## src/rtl/carga_operandos.sv

```systemverilog
// Operand-load / compute stage: loads A and B from a synchronous ROM and computes C (add, sub, repeated-add multiply).
// Optional macro SIGNED_MUL_EN: treat A and B as two's complement for add, sub and multiply.
module carga_operandos #(
    parameter int unsigned DATA_W  = 8,
    parameter int unsigned ADDR_W  = 9,
    parameter int unsigned ROM_LAT = 1
) (
    input  logic                  clk,
    input  logic                  rst_n,
    input  logic                  EnA,
    input  logic                  EnB,
    input  logic                  EnC,
    input  logic [ADDR_W-1:0]     Endereco,
    input  logic                  Op,
    input  logic                  SELM,
    output logic [ADDR_W-1:0]     rom_addr,
    input  logic [DATA_W-1:0]     rom_data,
    output logic                  FimA,
    output logic                  FimB,
    output logic                  FimC,
    output logic [DATA_W-1:0]     A_q,
    output logic [DATA_W-1:0]     B_q,
    output logic [2*DATA_W-1:0]   C_q
);

    localparam int unsigned C_W = 2 * DATA_W;

    localparam logic [2:0] S_IDLE = 3'd0;
    localparam logic [2:0] S_RD_A = 3'd1;
    localparam logic [2:0] S_RD_B = 3'd2;
    localparam logic [2:0] S_MUL  = 3'd3;
    localparam logic [2:0] S_DONE = 3'd4;

    logic [2:0]        state_q, state_d;
    logic [DATA_W-1:0] cnt_q, cnt_d;
    logic [DATA_W-1:0] a_d, b_d;
    logic [C_W-1:0]    c_d;
    logic [ADDR_W-1:0] rom_addr_d;
    logic              fim_a_d, fim_b_d, fim_c_d;
    logic              prev_a_q, prev_b_q, prev_c_q;
    logic              pend_a_q, pend_b_q, pend_c_q;
    logic              pend_a_d, pend_b_d, pend_c_d;

    logic              edge_a, edge_b, edge_c;
    logic              want_a, want_b, want_c;
    logic [C_W-1:0]    a_ext, b_ext, addend;
    logic [DATA_W-1:0] mul_cnt_init;
    logic              b_neg;

    // Operand extension: sign- or zero-extend to result width
`ifdef SIGNED_MUL_EN
    assign a_ext = {{DATA_W{A_q[DATA_W-1]}}, A_q};
    assign b_ext = {{DATA_W{B_q[DATA_W-1]}}, B_q};
    assign b_neg = B_q[DATA_W-1];
`else
    assign a_ext = {{DATA_W{1'b0}}, A_q};
    assign b_ext = {{DATA_W{1'b0}}, B_q};
    assign b_neg = 1'b0;
`endif

    // Negative multiplier: iterate |B| times adding -A
    assign addend       = b_neg ? (C_W'(0) - a_ext) : a_ext;
    assign mul_cnt_init = b_neg ? (DATA_W'(0) - B_q) : B_q;

    assign edge_a = EnA & ~prev_a_q;
    assign edge_b = EnB & ~prev_b_q;
    assign edge_c = EnC & ~prev_c_q;
    assign want_a = pend_a_q | edge_a;
    assign want_b = pend_b_q | edge_b;
    assign want_c = pend_c_q | edge_c;

    // State and datapath registers
    always_ff @(posedge clk or negedge rst_n) begin
        if (!rst_n) begin
            state_q  <= S_IDLE;
            cnt_q    <= '0;
            A_q      <= '0;
            B_q      <= '0;
            C_q      <= '0;
            rom_addr <= '0;
            FimA     <= 1'b0;
            FimB     <= 1'b0;
            FimC     <= 1'b0;
            prev_a_q <= 1'b0;
            prev_b_q <= 1'b0;
            prev_c_q <= 1'b0;
            pend_a_q <= 1'b0;
            pend_b_q <= 1'b0;
            pend_c_q <= 1'b0;
        end else begin
            state_q  <= state_d;
            cnt_q    <= cnt_d;
            A_q      <= a_d;
            B_q      <= b_d;
            C_q      <= c_d;
            rom_addr <= rom_addr_d;
            FimA     <= fim_a_d;
            FimB     <= fim_b_d;
            FimC     <= fim_c_d;
            prev_a_q <= EnA;
            prev_b_q <= EnB;
            prev_c_q <= EnC;
            pend_a_q <= pend_a_d;
            pend_b_q <= pend_b_d;
            pend_c_q <= pend_c_d;
        end
    end

    // Next-state and datapath logic
    always_comb begin
        state_d    = state_q;
        cnt_d      = cnt_q;
        a_d        = A_q;
        b_d        = B_q;
        c_d        = C_q;
        rom_addr_d = rom_addr;
        fim_a_d    = 1'b0;
        fim_b_d    = 1'b0;
        fim_c_d    = 1'b0;
        pend_a_d   = want_a;
        pend_b_d   = want_b;
        pend_c_d   = want_c;

        case (state_q)
            S_IDLE: begin
                if (want_a) begin
                    pend_a_d   = 1'b0;
                    rom_addr_d = Endereco;
                    cnt_d      = '0;
                    state_d    = S_RD_A;
                end else if (want_b) begin
                    pend_b_d   = 1'b0;
                    rom_addr_d = Endereco;
                    cnt_d      = '0;
                    state_d    = S_RD_B;
                end else if (want_c) begin
                    pend_c_d = 1'b0;
                    if (SELM) begin
                        c_d     = '0;
                        cnt_d   = mul_cnt_init;
                        state_d = (mul_cnt_init == '0) ? S_DONE : S_MUL;
                    end else begin
                        c_d     = Op ? (a_ext - b_ext) : (a_ext + b_ext);
                        state_d = S_DONE;
                    end
                end
            end
            S_RD_A: begin
                if (cnt_q == DATA_W'(ROM_LAT)) begin
                    a_d     = rom_data;
                    fim_a_d = 1'b1;
                    state_d = S_IDLE;
                end else begin
                    cnt_d = cnt_q + DATA_W'(1);
                end
            end
            S_RD_B: begin
                if (cnt_q == DATA_W'(ROM_LAT)) begin
                    b_d     = rom_data;
                    fim_b_d = 1'b1;
                    state_d = S_IDLE;
                end else begin
                    cnt_d = cnt_q + DATA_W'(1);
                end
            end
            S_MUL: begin
                c_d   = C_q + addend;
                cnt_d = cnt_q - DATA_W'(1);
                if (cnt_q == DATA_W'(1)) begin
                    state_d = S_DONE;
                end
            end
            S_DONE: begin
                fim_c_d = 1'b1;
                state_d = S_IDLE;
            end
            default: begin
                state_d = S_IDLE;
            end
        endcase
    end

endmodule

```

## config.mk

```make
export PLATFORM = sky130hd
export DESIGN_NAME = carga_operandos
export DESIGN_NICKNAME = d
export VERILOG_FILES = /design/src/rtl/carga_operandos.sv
export SDC_FILE = /design/constraint.sdc
export NUM_CORES = 1
export LEC_CHECK = 0
export CAP_MARGIN = 20
export CELL_PAD_IN_SITES_DETAIL_PLACEMENT = 1
export CELL_PAD_IN_SITES_GLOBAL_PLACEMENT = 2
export CORE_ASPECT_RATIO = 1.1
export CORE_UTILIZATION = 33
export CTS_CLUSTER_SIZE = 16
export DETAILED_ROUTE_END_ITERATION = 6
export PLACE_DENSITY = 0.83
export SETUP_SLACK_MARGIN = 0.05
export SLEW_MARGIN = 40
export SYNTH_ARGS = -nofsm -noshare
export SYNTH_HDL_FRONTEND = slang
export SYNTH_SLANG_ARGS = --single-unit
```

## constraint.sdc

```tcl
create_clock -name clk -period 2.52 [get_ports clk]
set_input_delay 0.504 -clock clk [delete_from_list [all_inputs] [get_ports clk]]
set_output_delay 0.504 -clock clk [all_outputs]
set_load 0.01 [all_outputs]
```

Word level (Yosys, flattened, before mapping)
Index checks and enable logic that the tools add are counted.
{ "totals": {"output_inout_bits": 44, "input_bits": 24, "word_cells": 86, "regBits": 61} }
{ "op_classes": {"mux": 32, "reduce_logical": 12, "bitwise_logic": 9, "n_addsub": 5, "n_eq_ne": 13} }
{ "ops": {"columns": ["op", "count"], "rows": [
  ["16-bit two-way mux", 5],
  ["8-bit two-way mux", 5],
  ["16-bit case mux with 2 select lines", 1],
  ["8-bit case mux with 3 select lines", 1],
  ["3-bit two-way mux", 7],
  ["9-bit two-way mux", 2],
  ["16-bit by 8-bit adder with 16-bit output", 1],
  ["1-bit two-way mux", 10],
  ["2-bit inequality test (second input constant)", 5],
  ["8-bit by 8-bit adder with 9-bit output", 1],
  ["3-bit case mux with 3 select lines", 1],
  ["8-bit by 8-bit subtractor with 9-bit output", 1],
  ["8-bit by 1-bit adder with 8-bit output (second input constant)", 1],
  ["8-bit by 1-bit == test with 1-bit output (second input constant)", 1],
  ["8-bit zero test", 1],
  ["4-bit inequality test (second input constant)", 2],
  ["4-bit AND reduction", 2],
  ["8-bit by 1-bit subtractor with 8-bit output (second input constant)", 1],
  ["3-bit by 2-bit == test with 1-bit output (second input constant)", 2],
  ["2-bit AND reduction", 3],
  ["2-bit nonzero test", 2],
  ["1-bit bitwise AND", 3],
  ["3-bit by 1-bit == test with 1-bit output (second input constant)", 1],
  ["3-bit == test (second input constant)", 1],
  ["other kinds (7)", 11]
]} }

Logic depth before layout (Yosys ltp)
Gate-level depths: netlist (run 1).
{ "depth": {"ltp_word": 7, "depth_mapped": 9, "depth_no_buf": 9} }

Worst setup path before layout (run 1)
OpenSTA, ideal clock, no wires.
{ "synth_timing": {"path_type": "reg2reg", "startpoint": "reg cnt_q[3]", "endpoint": "reg A_q[2]", "t_arrival_ps": 2099, "required_time_ps": 2395, "slack_ps": 296, "setup_time_ps": 125, "path_stages_with_launch": 7, "period_less_slack_ps": 2224, "path_buffers": 2, "path_cell_list": "dfrtp_1 > or2_1 > or4_1 > buf_2 > nor4_2 > buf_4 > mux2_2"} }
{ "synth_between": {"elab_chain_cells": 2} }
{ "synth_rtl": {"columns": ["item", "line", "text"], "rows": [
  ["from (decl)", "35", "logic [DATA_W-1:0] cnt_q, cnt_d;"],
  ["from (signal assigned)", "92", "cnt_q <= cnt_d;"],
  ["8-bit by 1-bit == test with 1-bit output", "149", "if (cnt_q == DATA_W'(ROM_LAT)) begin"],
  ["2-bit AND reduction (no line)", null, null],
  ["to (signal assigned)", "77", "A_q <= '0;"],
  ["to (signal assigned)", "93", "A_q <= a_d;"],
  ["to (decl)", "21", "output logic [DATA_W-1:0] A_q,"]
]} }
Every way passes these cells.
A chain may end at the register's enable or synchronous reset.

Final worst setup path (run 1)
{ "layout_timing": {"startpoint": "reg A_q[0]", "endpoint": "reg C_q[14]"} }
{ "layout_between": {"elab_chain_cells": 7, "elab_cells_between_ends": 8, "classes_between": "add/sub: 2; mux: 6"} }
{ "layout_rtl": {"columns": ["item", "line", "text"], "rows": [
  ["8-bit by 8-bit subtractor with 9-bit output", "143", "c_d = Op ? (a_ext - b_ext) : (a_ext + b_ext);"],
  ["16-bit two-way mux", "143", null],
  ["16-bit two-way mux", "138", "if (SELM) begin"],
  ["16-bit two-way mux", "136", "end else if (want_c) begin"],
  ["16-bit two-way mux", "131", "end else if (want_b) begin"],
  ["16-bit two-way mux", "126", "if (want_a) begin"],
  ["16-bit case mux with 2 select lines (*)", "124", "case (state_q)"],
  ["to (signal assigned)", "79", "C_q <= '0;"],
  ["to (signal assigned)", "95", "C_q <= c_d;"],
  ["to (decl)", "23", "output logic [2*DATA_W-1:0] C_q"]
]} }
Every way passes the cells marked *; elsewhere a longest branch is shown, timed or not. The select of a mux whose other input is x is not followed.

==> flow_metrics.py, run 1 <==
metrics = {
    "routing": {
        "dr.pass1.iters": 4,
        "drtAntennaViolNets": 0,
        "via_per_inst": 5.448,
        "vias": 3634,
        "drt-total-wl_um": 12320,
        "drc": 0,
        "drt-initial-drc-count": 57,
        "wl_per_cell_um": 18.47,
    },
    "global_routing": {
        "grtUsageMet1_pct": 24.01,
        "grt_overflow": 0,
        "use_met2_pct": 36.62,
        "track_usage_pct": 20.17,
        "use_met3_pct": 3.906,
        "grt_pass1_wl_um": 19200,
        "grt_max_degree": 44,
        "antenna_found_initial": 0,
        "first_global_vias": 3767,
        "grt_busiest_layer": "met2",
    },
    "cts": {
        "cts_tree": "yes",
        "cts.sinks": 61,
        "cts_buffers": 9,
        "clk_path_buf_depth": 2,
        "cts-root-buf": "clkbuf_16",
        "path_clk_slew_ps": 60,
        "insertion_delay_ps": 330,
        "htree_levels": 3,
    },
    "synth": {
        "syn_nets": 475,
        "synthTopCellsByArea": "dfrtp_1 39%, ha_1 8.9%, mux2_2 4.6%",
        "synth.top_cell.area_share_pct": 38.71,
        "synth_edf_count": 0,
        "yosysSeqAreaShare_pct": 38.71,
        "synth_xor_area_share_pct": 2.443,
        "async_flop_share_pct": 100.0,
        "synth_top_family_by_area": "compound AO/OA/AOI/OAI gates",
        "yosys.area.top_type": "dfrtp_1",
        "synthCells": 420,
        "synth-simple-area-share_pct": 14.15,
        "synth.avg_cell_area_um2": 9.390,
        "yosys_register_bits": 61,
        "synth_adder_area_share_pct": 10.41,
        "synthMuxAreaShare_pct": 5.076,
        "synth_cell_types": 61,
        "yosys_warnings": 0,
        "syn_area_um2": 3944,
        "synth-compound-area-share_pct": 24.37,
        "ys.flop_type": "dfrtp_1",
    },
    "critical_path": {
        "reg2reg_slack_ps": 140,
        "worstRegToRegCells": 9,
        "critical_path_arrival_ps": 2590,
        "reg2reg_to": "C_q[14]",
        "critPathMaxFanout": 5,
        "endpoint_kind": "register",
        "worst-setup-path-type": "reg2reg",
        "r2r_start": "A_q[0]",
        "crit_start": "A_q[0]",
        "critPathLaunchType": "register",
        "required_ps": 2730,
    },
    "timing": {
        "grt_setup_unrepaired": "true",
        "finalCriticalPeriod_ps": 2381,
        "fin_setup_tns_ps": 0,
        "hold_viol_final": 0,
        "drv_slew": 0,
        "setup_viol": 0,
        "worst_pin_slew_ps": 490.5,
        "finClkSkew_ps": 4.123,
        "period_share_pct": 94.50,
        "fmax_mhz": 419.9,
        "slew_headroom_pct": 67.30,
    },
    "power_and_ir_drop": {
        "p_total_mw": 7.584,
        "vdd_ir_drop_max_mv": 0.5562,
        "power.density_nw_per_um2": 1430,
        "leakage_nw": 2.367,
    },
    "floorplan": {
        "num_rows": 41,
        "die_h_um": 116.7,
        "fp.dieW_um": 106.2,
        "io-pin-count": 68,
        "core_area_um2": 11540,
        "die-area_um2": 12390,
        "start_util_pct": 34.17,
    },
    "cells_and_area": {
        "final_common_cell": "clkdlybuf4s50_1",
        "mostFrequentLayoutCells": "66 x clkdlybuf4s50_1, 61 x dfrtp_1, 35 x nand2_1",
        "fin_cells": 667,
        "diodes": 0,
        "syn_to_final_growth_pct": 34.45,
        "final_util_pct": 45.94,
        "layout.nets": 567,
        "drive_gt1_share_pct": 14.31,
    },
    "hold_path": {
        "hold_path_class": "in2async",
    },
    "place": {
        "port_buffers": 67,
        "hpwl_um": 9339,
        "routabilityCongestion": 0.8412,
        "dp_cells": 650,
    },
    "status": {
        "outcome": "finished, final reports clean",
    },
    "run": {
        "maxCapViolCount": 0,
    },
}
-- power by group --
part	switching (mW)	total, mW	internal (mW)
Sequential	0.471	1.87	1.40
Clock	0.498	1.37	0.871
Combinational	2.27	4.34	2.07
-- worst max path at each step --
stage / end / slack, ps / cells after the start
after floorplan: A_q[2] / 300 / 6
after detailed placement: C_q[14] / 110 / 6
after CTS: C_q[9] / 80 / 7
final: C_q[14] / 140 / 9
after global routing: C_q[6] / 20 / 8
after global placement: cnt_q[6] / 150 / 7
-- logic make-up (layout without fill, tap and decap cells) --
family / after synthesis / in the layout
flip-flops: 61 / 61
XOR/XNOR: 11 / 11
AO/OA/AOI/OAI: 139 / 139
buffers and inverters: 47 / 144
adder cells (fa/ha/maj): 31 / 31
AND/OR/NAND/NOR: 113 / 113
multiplexers: 18 / 18
-- per-layer routing --
layer	wire length (um)	vias to the layer above
met3	396	19
met1	5384	1822
met2	6257	59
met4	282	0
met5	0	-
li1	-	1734
-- registers in the layout (all words and copies together), names as in the netlist, 3 cells and up --
signal    count
A_q           8
C_q          16
state_q       3
cnt_q         8
B_q           8
rom_addr      9
-- timing repair --
action,CTS,global route
setup buffers,0,1
endpoints found under the setup margin,0,5
hold buffers,0,0
resized for setup,0,6
-- Yosys cell counts (all sizes together), types with 6 or more instances --
cell	instances
o31ai	9
a21o	6
nand2	35
nor3	6
xnor2	7
o21ai	28
ha	28
nand3	11
nor2	27
nor2b	6
clkbuf	11
a21oi	32
and3	6
inv	31
mux2	16
dfrtp	61
-- per-stage QoR --
step	hold WS, ps	area [um2]	worst slack [ps]
6_report	128.9	5303	138.5
5_1_grt	169.9	5303	16.11
4_1_cts	139.6	5276	76.51
3_5_place_dp	492.8	4952	105.9
3_3_place_gp	487.3	4952	151.4
2_1_floorplan	208.4	3944	296.1
-- cell type report --
class	count	area, um2
inverter	31	116.4
sequential	61	1526
multi-input combinational	312	2245
fill	1319	6240
timing repair buffer	97	903.4
clock inverter	7	98.84
clock buffer	9	225.2
tap	150	187.7
-- worst max-delay path, stage by stage, from the launching register on --
cell and delay [ps]:
dfrtp_1 390, inv_1 90, ha_1 220, fa_1 410, nor2b_2 170, o2111ai_2 140
nand2_1 90, a31o_2 220, nor2_1 110, a2111o_1 410
Note: power is estimated with default switching activity, not from simulation.
==> run 2, diff against run 1 <==
Settings changed: GPL_TIMING_DRIVEN set to 0.
==> flow_metrics.py, run 2 (synthesized netlist as in run 1, its figures left out) <==
metrics = {
    "status": {
        "outcome": "finished, final reports clean",
    },
    "power_and_ir_drop": {
        "switching_share_pct": 43.56,
        "vdd_ir_drop_max_mv": 0.5103,
        "leakage_nw": 2.276,
        "p_int_mw": 4.097,
        "power_frac_seq_pct": 26.8,
        "power.density_nw_per_um2": 1396,
        "p_comb_share_pct": 55.9,
        "switchingPower_mw": 3.161,
        "power_frac_clock_pct": 17.3,
    },
    "routing": {
        "drtAntennaViolNets": 0,
        "drt-total-wl_um": 11940,
        "vias": 3556,
        "dr.pass1.iters": 4,
        "drt-initial-drc-count": 90,
        "wl_per_cell_um": 18.22,
        "via_per_inst": 5.429,
        "drc": 0,
    },
    "timing": {
        "slew_headroom_pct": 48.67,
        "drv_slew": 0,
        "finClkSkew_ps": 4.223,
        "fin_ws_ps": 144.7,
        "period_share_pct": 94.26,
        "worst_pin_slew_ps": 769.9,
        "finalCriticalPeriod_ps": 2375,
        "fmax_mhz": 421.0,
        "hold_viol_final": 0,
        "setup_viol": 0,
        "grt_setup_unrepaired": "true",
    },
    "cts": {
        "cts-root-buf": "clkbuf_16",
        "cts_tree": "yes",
        "clk_path_buf_depth": 2,
        "htree_levels": 3,
        "cts_buffers": 9,
        "insertion_delay_ps": 330,
        "path_clk_slew_ps": 60,
        "cts.sinks": 61,
    },
    "critical_path": {
        "reg2reg_slack_ps": 140,
        "required_ps": 2730,
        "critPathMaxFanout": 5,
        "worst-setup-path-type": "reg2reg",
        "reg2reg_to": "C_q[10]",
        "critPathLaunchType": "register",
        "worstRegToRegCells": 8,
        "r2r_start": "A_q[0]",
        "critical_path_arrival_ps": 2580,
        "endpoint_kind": "register",
    },
    "floorplan": {
        "core_area_um2": 11540,
        "fp.dieW_um": 106.2,
        "die-area_um2": 12390,
        "start_util_pct": 34.17,
        "num_rows": 41,
        "die_h_um": 116.7,
        "io-pin-count": 68,
    },
    "place": {
        "routabilityCongestion": 0.8121,
        "hpwl_um": 8938,
        "port_buffers": 66,
        "pre_cts_slack_ps": -537.8,
    },
    "cells_and_area": {
        "mostFrequentLayoutCells": "65 x clkdlybuf4s50_1, 59 x dfrtp_1, 35 x nand2_1",
        "diodes": 0,
        "layout.nets": 555,
        "final_common_cell": "clkdlybuf4s50_1",
        "largest-register": "C_q",
        "largest_reg_flops": 16,
        "drive_gt1_share_pct": 11.29,
        "syn_to_final_growth_pct": 31.85,
        "top_regs": "C_q (16), rom_addr (9)",
        "final_util_pct": 45.05,
    },
    "global_routing": {
        "grt_pass1_wl_um": 18820,
        "grt_max_degree": 42,
        "first_global_vias": 3620,
        "antenna_found_initial": 0,
        "grt_overflow": 0,
        "track_usage_pct": 19.74,
    },
    "run": {
        "maxCapViolCount": 0,
    },
    "hold_path": {
        "hold_path_class": "in2async",
    },
}
==> run 2: changes by cell type in the layout (fill, tap and decap cells not counted), moves of 2 or more <==
cell / delta
buf_4: -25
clkbuf_1: +9
a21oi_4: +2
buf_2: +2
clkbuf_2: +2
dfrtp_1: -2
dfrtp_2: +2
==> run 2: per-layer routing <==
| layer | vias up | GRT usage (%) | wire [um] |
|---|---|---|---|
| met5 | - | 0 | 0 |
| met4 | 0 | 7.222 | 225 |
| met3 | 17 | 3.627 | 317 |
| met2 | 56 | 33.33 | 5983 |
| met1 | 1774 | 25.27 | 5411 |
| li1 | 1709 | - | - |
==> run 2: final cells by class <==
class / count / area, um2
fillers: 1345 / 6342
multi-input cells: 312 / 2290
flip-flops and latches: 61 / 1529
repair buffers: 69 / 700.7
clock buffers: 9 / 225.2
well taps: 150 / 187.7
inverters: 31 / 116.4
plain buffers: 16 / 77.57
clock inverters: 7 / 73.82
==> run 2: timing repair <==
action                     in CTS  in global routing
pin swaps                       1                  2
resized for setup               4                 13
setup buffers                   0                  2
hold buffers                    0                  0
setup endpoints to repair      16                 24
==> run 2: critical path, cell delays in order (launching register included) <==
cell	delay (ps)
dfrtp_1	430
ha_1	270
fa_1	430
a21oi_1	210
o211ai_1	160
a31o_2	320
nand3_1	100
nor3_1	50
a2111o_1	290
==> run 2: stage by stage <==
step / total power [mW] / hold WS, ps / setup TNS (ps) / cell area (um2) / cells
after floorplan: 4.397 / 208.4 / 0 / 3944 / 420
after global placement: 5.797 / 488.6 / -84170 / 4792 / 636
after detailed placement: 5.920 / 434.3 / -7909 / 4817 / 637
after CTS: 7.236 / 78.46 / 0 / 5127 / 653
after global routing: 7.804 / 91.28 / -0.6617 / 5200 / 655
final: 7.258 / 72.90 / 0 / 5200 / 655
==> run 2: power groups by stage <==
stage	logic [mW]	registers (mW)	clock network (mW)
floorplan	2.48	1.92	0
global placement	3.86	1.94	0
detailed placement	3.97	1.95	0
CTS	4.01	1.95	1.28
global route	4.47	2.02	1.32
finish	4.06	1.95	1.25
==> run 2: worst max-delay path by stage <==
stage	from	endpoint	slack, ps
after floorplan	cnt_q[3]	A_q[2]	300
after global placement	rst_n	FimA	-1270
after detailed placement	EnA	C_q[15]	-540
after CTS	cnt_q[3]	A_q[3]	70
after global routing	A_q[0]	C_q[10]	-0.7
final	A_q[0]	C_q[10]	140
